File: config.mk
export PLATFORM = sky130hd
export DESIGN_NAME = regfile_writeback_unit_flat
export DESIGN_NICKNAME = d
export VERILOG_FILES = /design/src/rtl/regfile_writeback_unit_if.sv /design/src/rtl/regfile_writeback_unit.sv /design/src/flat_wrapper.sv
export SDC_FILE = /design/constraint.sdc
export NUM_CORES = 1
export LEC_CHECK = 0
export CORE_MARGIN = 2
export CORE_UTILIZATION = 25
export DETAILED_ROUTE_END_ITERATION = 10
export GPL_ROUTABILITY_DRIVEN = 0
export PLACE_DENSITY = 0.53
export SETUP_SLACK_MARGIN = 0.4
export SLEW_MARGIN = 20
export SYNTH_ARGS = -nofsm -noshare
export SYNTH_HDL_FRONTEND = slang
export SYNTH_SLANG_ARGS = --single-unit
File: constraint.sdc
create_clock -name clk -period 4 [get_ports clk]
set_input_delay 0.6 -clock clk [delete_from_list [all_inputs] [get_ports clk]]
set_output_delay 0.6 -clock clk [all_outputs]
set_load 0.005 [all_outputs]
File: src/rtl/regfile_writeback_unit_if.sv
// Producer result channels (ALU, memory) and the register-file write port
// of regfile_writeback_unit.
interface regfile_writeback_unit_if #(
    parameter int AW = 4,
    parameter int DW = 16
);
    logic          alu_valid;
    logic          alu_ready;
    logic [AW-1:0] alu_addr;
    logic [DW-1:0] alu_data;
    logic          mem_valid;
    logic          mem_ready;
    logic [AW-1:0] mem_addr;
    logic [DW-1:0] mem_data;
    logic          write_enable;
    logic [AW-1:0] write_addr;
    logic [DW-1:0] write_data;

    modport master (
        output alu_valid, alu_addr, alu_data,
        output mem_valid, mem_addr, mem_data,
        input  alu_ready, mem_ready,
        input  write_enable, write_addr, write_data
    );

    modport slave (
        input  alu_valid, alu_addr, alu_data,
        input  mem_valid, mem_addr, mem_data,
        output alu_ready, mem_ready,
        output write_enable, write_addr, write_data
    );
endinterface

File: src/rtl/regfile_writeback_unit.sv
// Register-file writeback: two-producer arbiter, result FIFO, registered write
// port and busy scoreboard. Define WB_FORWARD_EN to enable pending-result forwarding.
module regfile_writeback_unit #(
    parameter int DEPTH = 4,
    parameter int AW    = 4,
    parameter int DW    = 16
) (
    input  logic                   clk,
    input  logic                   reset,
    regfile_writeback_unit_if.slave bus,
    input  logic                   wb_hold,
    input  logic                   issue_valid,
    input  logic [AW-1:0]          issue_addr,
    output logic [15:0]            busy,
    input  logic [AW-1:0]          fwd_addr,
    output logic                   fwd_hit,
    output logic [DW-1:0]          fwd_data
);
    localparam int PW = $clog2(DEPTH);
    localparam int CW = $clog2(DEPTH + 1);

    logic [AW-1:0] addr_mem_q [DEPTH];
    logic [AW-1:0] addr_mem_d [DEPTH];
    logic [DW-1:0] data_mem_q [DEPTH];
    logic [DW-1:0] data_mem_d [DEPTH];
    logic [PW-1:0] head_q, head_d;
    logic [PW-1:0] tail_q, tail_d;
    logic [CW-1:0] count_q, count_d;
    logic          write_enable_q, write_enable_d;
    logic [AW-1:0] write_addr_q, write_addr_d;
    logic [DW-1:0] write_data_q, write_data_d;
    logic [15:0]   busy_q, busy_d;

    logic          pop;
    logic          space;
    logic          take_mem;
    logic          take_alu;
    logic          push;
    logic [AW-1:0] push_addr;
    logic [DW-1:0] push_data;

    // Memory results have fixed priority over ALU results.
    always_comb begin
        pop           = !wb_hold && (count_q != '0);
        space         = (count_q < CW'(DEPTH)) || pop;
        bus.mem_ready = space;
        bus.alu_ready = space && !bus.mem_valid;
        take_mem      = bus.mem_valid && space;
        take_alu      = bus.alu_valid && space && !bus.mem_valid;
        push          = take_mem || take_alu;
        push_addr     = take_mem ? bus.mem_addr : bus.alu_addr;
        push_data     = take_mem ? bus.mem_data : bus.alu_data;
    end

    always_comb begin
        addr_mem_d = addr_mem_q;
        data_mem_d = data_mem_q;
        head_d     = head_q;
        tail_d     = tail_q;
        count_d    = count_q;
        if (push) begin
            addr_mem_d[tail_q] = push_addr;
            data_mem_d[tail_q] = push_data;
            tail_d             = tail_q + 1'b1;
        end
        if (pop) begin
            head_d = head_q + 1'b1;
        end
        if (push && !pop) begin
            count_d = count_q + 1'b1;
        end else if (pop && !push) begin
            count_d = count_q - 1'b1;
        end
    end

    always_comb begin
        write_enable_d = pop;
        write_addr_d   = pop ? addr_mem_q[head_q] : write_addr_q;
        write_data_d   = pop ? data_mem_q[head_q] : write_data_q;
        // A new issue to the register being committed keeps it busy.
        busy_d = busy_q;
        if (write_enable_q) begin
            busy_d[write_addr_q] = 1'b0;
        end
        if (issue_valid) begin
            busy_d[issue_addr] = 1'b1;
        end
    end

    always_ff @(posedge clk) begin
        if (reset) begin
            head_q         <= '0;
            tail_q         <= '0;
            count_q        <= '0;
            write_enable_q <= 1'b0;
            write_addr_q   <= '0;
            write_data_q   <= '0;
            busy_q         <= '0;
        end else begin
            head_q         <= head_d;
            tail_q         <= tail_d;
            count_q        <= count_d;
            write_enable_q <= write_enable_d;
            write_addr_q   <= write_addr_d;
            write_data_q   <= write_data_d;
            busy_q         <= busy_d;
        end
    end

    always_ff @(posedge clk) begin
        addr_mem_q <= addr_mem_d;
        data_mem_q <= data_mem_d;
    end

    assign bus.write_enable = write_enable_q;
    assign bus.write_addr   = write_addr_q;
    assign bus.write_data   = write_data_q;
    assign busy             = busy_q;

`ifdef WB_FORWARD_EN
    logic [PW-1:0] fwd_idx;

    // Scans oldest-to-youngest after the output stage; the last match wins,
    // which equals a youngest-first search.
    always_comb begin
        fwd_idx  = '0;
        fwd_hit  = write_enable_q && (write_addr_q == fwd_addr);
        fwd_data = fwd_hit ? write_data_q : '0;
        for (int unsigned i = 0; i < DEPTH; i++) begin
            fwd_idx = head_q + PW'(i);
            if ((CW'(i) < count_q) && (addr_mem_q[fwd_idx] == fwd_addr)) begin
                fwd_hit  = 1'b1;
                fwd_data = data_mem_q[fwd_idx];
            end
        end
    end
`else
    logic unused_fwd_addr;

    assign unused_fwd_addr = ^fwd_addr;
    assign fwd_hit         = 1'b0;
    assign fwd_data        = '0;
`endif
endmodule

File: src/flat_wrapper.sv
// flat-port wrapper written by rule: the top's interface ports become plain ports
module regfile_writeback_unit_flat 
#(
    parameter int DEPTH = 4,
    parameter int AW    = 4,
    parameter int DW    = 16
)
  (clk, reset, wb_hold, issue_valid, issue_addr, busy, fwd_addr, fwd_hit, fwd_data, bus_alu_valid, bus_alu_addr, bus_alu_data, bus_mem_valid, bus_mem_addr, bus_mem_data, bus_alu_ready, bus_mem_ready, bus_write_enable, bus_write_addr, bus_write_data);
  regfile_writeback_unit_if #(.AW(AW), .DW(DW)) bus_i ();
  input  logic clk;
  input  logic reset;
  input  logic wb_hold;
  input  logic issue_valid;
  input  logic [AW-1:0] issue_addr;
  output logic [15:0] busy;
  input  logic [AW-1:0] fwd_addr;
  output logic fwd_hit;
  output logic [DW-1:0] fwd_data;
  input wire logic [$bits(bus_i.alu_valid)-1:0] bus_alu_valid;
  input wire logic [$bits(bus_i.alu_addr)-1:0] bus_alu_addr;
  input wire logic [$bits(bus_i.alu_data)-1:0] bus_alu_data;
  input wire logic [$bits(bus_i.mem_valid)-1:0] bus_mem_valid;
  input wire logic [$bits(bus_i.mem_addr)-1:0] bus_mem_addr;
  input wire logic [$bits(bus_i.mem_data)-1:0] bus_mem_data;
  output wire logic [$bits(bus_i.alu_ready)-1:0] bus_alu_ready;
  output wire logic [$bits(bus_i.mem_ready)-1:0] bus_mem_ready;
  output wire logic [$bits(bus_i.write_enable)-1:0] bus_write_enable;
  output wire logic [$bits(bus_i.write_addr)-1:0] bus_write_addr;
  output wire logic [$bits(bus_i.write_data)-1:0] bus_write_data;
  assign bus_i.alu_valid = bus_alu_valid;
  assign bus_i.alu_addr = bus_alu_addr;
  assign bus_i.alu_data = bus_alu_data;
  assign bus_i.mem_valid = bus_mem_valid;
  assign bus_i.mem_addr = bus_mem_addr;
  assign bus_i.mem_data = bus_mem_data;
  assign bus_alu_ready = bus_i.alu_ready;
  assign bus_mem_ready = bus_i.mem_ready;
  assign bus_write_enable = bus_i.write_enable;
  assign bus_write_addr = bus_i.write_addr;
  assign bus_write_data = bus_i.write_data;
  regfile_writeback_unit #(.DEPTH(DEPTH), .AW(AW), .DW(DW)) u_core (.clk(clk), .reset(reset), .bus(bus_i), .wb_hold(wb_hold), .issue_valid(issue_valid), .issue_addr(issue_addr), .busy(busy), .fwd_addr(fwd_addr), .fwd_hit(fwd_hit), .fwd_data(fwd_data));
endmodule
==> impl_metrics.xml <==
<?xml version="1.0" encoding="UTF-8"?>
<metrics>
  <group name="detailed_routing">
    <metric name="drtPass1Iterations" unit="">4</metric>
    <metric name="dr_total_vias" unit="">3042</metric>
    <metric name="wl" unit="um">11200</metric>
    <metric name="drc" unit="">0</metric>
    <metric name="wl_per_cell" unit="um">16.0</metric>
    <metric name="number_of_routed_nets_with_antenna_violations" unit="">0</metric>
    <metric name="first_iter_violations" unit="">155</metric>
    <metric name="route.detailed.vias_per_inst" unit="">4.33</metric>
  </group>
  <group name="global_routing">
    <metric name="grt_use_met1" unit="%">12.9</metric>
    <metric name="overflow" unit="">0</metric>
    <metric name="grt_antenna_before_repair" unit="">0</metric>
    <metric name="maximum_number_of_pins_on_one_net_before_global_route_repair" unit="">24</metric>
    <metric name="grt-busiest-layer" unit="">met2</metric>
    <metric name="overall_track_demand_over_capacity_in_global_routing" unit="%">10.8</metric>
    <metric name="met3_usage_grt" unit="%">3.45</metric>
    <metric name="grt_pass1_wl" unit="um">17200</metric>
    <metric name="number_of_global_route_vias_before_repair" unit="">3177</metric>
    <metric name="gr-usage-met2" unit="%">17.9</metric>
  </group>
  <group name="worst_setup_path">
    <metric name="worst_path_largest_cell_delay" unit="ns">0.53</metric>
    <metric name="critical_path.top_delay_family" unit="">compound AO/OA/AOI/OAI gates</metric>
    <metric name="crit_type" unit="">primary input to flip-flop</metric>
    <metric name="critPathMaxFanout" unit="">7</metric>
    <metric name="regToRegStartpoint" unit="">u_core.count_q[2]$_SDFFE_PP0P_</metric>
    <metric name="worstSetupEndpointType" unit="">flip-flop</metric>
    <metric name="slowest_stage" unit="">sky130_fd_sc_hd__clkdlybuf4s50_1</metric>
    <metric name="crit_chain" unit="">clkdlybuf4s50_1, a2bb2oi_1, ha_1, inv_1, fa_1, xor2_1, or3_1, a21oi_1</metric>
    <metric name="setup.reg_to_reg.worst_slack" unit="ns">1.73</metric>
    <metric name="worstRegToRegCells" unit="">7</metric>
    <metric name="worst_ep_arrival_time" unit="ns">2.97</metric>
    <metric name="worst_r2r_endpoint" unit="">u_core.count_q[2]$_SDFFE_PP0P_</metric>
    <metric name="worst_ep_required_time" unit="ns">4.34</metric>
    <metric name="critical_path.startpoint_type" unit="">primary input</metric>
    <metric name="critPathBufInv" unit="">2</metric>
  </group>
  <group name="logic_synthesis">
    <metric name="syn_area" unit="sq um">5030</metric>
    <metric name="syn-instance-count" unit="">323</metric>
    <metric name="flops_latches_synth" unit="">124</metric>
    <metric name="synth.yosys.seq_area_share" unit="%">65.3</metric>
    <metric name="synth.yosys.warnings" unit="">0</metric>
    <metric name="synthDominantCellAreaShare" unit="%">47.8</metric>
    <metric name="syn-mean-instance-area" unit="sq um">15.6</metric>
    <metric name="synth_top_cells_by_count" unit="">sky130_fd_sc_hd__edfxtp_1, sky130_fd_sc_hd__dfxtp_1, sky130_fd_sc_hd__mux2_2</metric>
    <metric name="yosys.area.top_type" unit="">sky130_fd_sc_hd__edfxtp_1</metric>
    <metric name="ys_types" unit="">40</metric>
    <metric name="ys_top_cells_by_area" unit="">sky130_fd_sc_hd__edfxtp_1, sky130_fd_sc_hd__dfxtp_1, sky130_fd_sc_hd__mux4_2</metric>
    <metric name="async_flop_share" unit="%">0</metric>
    <metric name="synth.most_common_cell" unit="">sky130_fd_sc_hd__edfxtp_1</metric>
    <metric name="synthFlopType" unit="">sky130_fd_sc_hd__edfxtp_1</metric>
    <metric name="post_synth_edffs" unit="">80</metric>
  </group>
  <group name="pwr">
    <metric name="power.density_cell_area" unit="nW/um^2">602</metric>
    <metric name="pnr_total_power" unit="uW">4040</metric>
    <metric name="irDropWorstVdd" unit="mV">0.271</metric>
    <metric name="p_leak" unit="uW">0.00230</metric>
  </group>
  <group name="die">
    <metric name="initial_utilization" unit="%">25.7</metric>
    <metric name="die_width" unit="um">146</metric>
    <metric name="die_height" unit="um">146</metric>
    <metric name="core.rowCount" unit="">51</metric>
    <metric name="ioPinCount" unit="">110</metric>
    <metric name="core_area" unit="sq um">19600</metric>
    <metric name="die_area" unit="sq um">21300</metric>
  </group>
  <group name="cts">
    <metric name="cts_post_setup_buffers_inserted" unit="">0</metric>
    <metric name="clk-insertion-delay-late" unit="ns">0.41</metric>
    <metric name="clk_transition_reported_paths" unit="ns">0.05</metric>
    <metric name="tritoncts" unit="">done</metric>
    <metric name="cts-buffers-inserted" unit="">17</metric>
    <metric name="cts_resized" unit="">0</metric>
    <metric name="cts_max_path_buffers" unit="">2</metric>
    <metric name="cts_root_buffer" unit="">sky130_fd_sc_hd__clkbuf_16</metric>
    <metric name="cts-hold-fix-buffers" unit="">0</metric>
    <metric name="cts.sinks" unit="">124</metric>
    <metric name="ctsHtreeMaxLevel" unit="">4</metric>
  </group>
  <group name="timing">
    <metric name="final.period_utilization" unit="%">65.9</metric>
    <metric name="final_hold_viol_count" unit="">0</metric>
    <metric name="fin_tns_setup" unit="ns">0</metric>
    <metric name="worst_slew_margin_rel" unit="%">43.8</metric>
    <metric name="setup-violations-final" unit="">0</metric>
    <metric name="rsz_0062_raised_after_global_routing" unit="">false</metric>
    <metric name="period_needed" unit="ns">2.63</metric>
    <metric name="tightest_slew" unit="ns">0.842</metric>
    <metric name="final_max_slew_viol_count" unit="">0</metric>
    <metric name="max_clock_freq" unit="GHz">0.380</metric>
    <metric name="skew" unit="ns">0.00684</metric>
  </group>
  <group name="min_path">
    <metric name="min_path_type" unit="">flip-flop to flip-flop</metric>
    <metric name="min_from" unit="">u_core.busy[15]$_SDFF_PP0_</metric>
    <metric name="hold_end" unit="">u_core.busy[15]$_SDFF_PP0_</metric>
    <metric name="worst_hold_path.num_cells" unit="">2</metric>
  </group>
  <group name="cells_and_area">
    <metric name="design.final.nets" unit="">484</metric>
    <metric name="area_delta_synth_final" unit="%">33.5</metric>
    <metric name="fraction_of_final_layout_cells_with_drive_strength_greater_than_1" unit="%">19.2</metric>
    <metric name="antenna-diode-count" unit="">0</metric>
  </group>
  <group name="run">
    <metric name="cap_violations" unit="">0</metric>
  </group>
  <group name="place">
    <metric name="placement.io_buffers" unit="">88</metric>
    <metric name="detailedPlacementHpwl" unit="um">7170</metric>
  </group>
  <group name="run_status">
    <metric name="outcome" unit="">completed</metric>
  </group>
</metrics>
[cell type report]
cell class / count / area (sq um)
timing repair buffer: 97 / 948
sequential: 124 / 3280
clock inverter: 14 / 144
clock buffer: 18 / 429
fill: 1911 / 12900
multi-input combinational: 179 / 1560
inverter: 5 / 18.8
tap: 265 / 332
[worst reg2reg max path: cells and delay by family (launching register included)]
| family | cells | cell delay (ns) |
|---|---|---|
| DFF | 1 | 0.36 |
| xor gates and xnor gates | 1 | 0.15 |
| AOI/OAI and AO/OA | 2 | 0.68 |
| and+or+nand+nor | 1 | 0.30 |
| buffers and inverters | 1 | 0.06 |
| adders and majority gates | 2 | 0.66 |
[cells by family after synthesis]
family	share of synthesized area (%)
buffers and inverters	5.05
muxes	14.3
and+or+nand+nor	5.47
DFF	65.3
other	0.0746
AOI/OAI and AO/OA	7.66
adders and majority gates	1.64
xor gates and xnor gates	0.523
[where the power goes]
part / leakage [uW] / internal (uW) / switching, uW
combinational: 0.000920 / 448 / 355
sequential: 0.00110 / 1630 / 145
clock: 0.000282 / 916 / 552
[registers in the layout (all words and copies together), names as in the netlist]
name and cells:
u_core.bus.write_addr 4, u_core.head_q 2, u_core.data_mem_q 64, u_core.bus.write_enable 1, u_core.addr_mem_q 16, u_core.tail_q 2
u_core.count_q 3, u_core.bus.write_data 16, u_core.busy 16
[cell usage in the layout, fill, tap and decap left out, types with 3 or more instances in the layout]
cell type,n
sky130_fd_sc_hd__nor2b_1,3
sky130_fd_sc_hd__clkbuf_16,17
sky130_fd_sc_hd__and2_1,5
sky130_fd_sc_hd__a22o_1,20
sky130_fd_sc_hd__ha_1,5
sky130_fd_sc_hd__nand2b_1,3
sky130_fd_sc_hd__o21ai_0,18
sky130_fd_sc_hd__nor2_1,6
sky130_fd_sc_hd__dfxtp_1,43
sky130_fd_sc_hd__mux2_2,21
sky130_fd_sc_hd__buf_4,9
sky130_fd_sc_hd__mux4_1,3
sky130_fd_sc_hd__a21oi_1,19
sky130_fd_sc_hd__clkdlybuf4s50_1,88
sky130_fd_sc_hd__nand3_1,4
sky130_fd_sc_hd__clkinv_2,4
sky130_fd_sc_hd__mux4_2,17
sky130_fd_sc_hd__inv_1,5
sky130_fd_sc_hd__nand2_1,15
sky130_fd_sc_hd__edfxtp_1,80
sky130_fd_sc_hd__conb_1,17
sky130_fd_sc_hd__clkinv_4,4
[per-layer routing]
metal	up-vias	part of all wire, %
met3	8	5.5
met2	115	49
li1	1401	-
met1	1518	45
met5	-	0
met4	0	0.96
[worst max-delay path by stage]
stage	start	end	slack, ns	cells past startpoint
floorplan	bus_mem_valid	u_core.count_q[2]$_SDFFE_PP0P_	1.72	7
global placement	wb_hold	u_core.count_q[2]$_SDFFE_PP0P_	0.98	8
global route	wb_hold	u_core.count_q[2]$_SDFFE_PP0P_	1.16	8
finish	wb_hold	u_core.count_q[2]$_SDFFE_PP0P_	1.37	8
detailed placement	wb_hold	u_core.count_q[2]$_SDFFE_PP0P_	0.96	8
CTS	wb_hold	u_core.count_q[2]$_SDFFE_PP0P_	1.39	8
[per-stage QoR]
stage | area, sq um | std cells | util (%) | setup WS, ns | hold WS, ns
2_1_floorplan | 5090 | 339 | - | 1.72 | 0.466
3_3_place_gp | 6140 | 670 | 31.3 | 0.976 | 0.464
3_5_place_dp | 6140 | 670 | 31.3 | 0.960 | 0.468
4_1_cts | 6710 | 702 | 34.3 | 1.39 | 0.475
5_1_grt | 6710 | 702 | 34.3 | 1.16 | 0.496
6_report | 6710 | 702 | 34.3 | 1.37 | 0.474
Power figures use the tool's default switching activity.
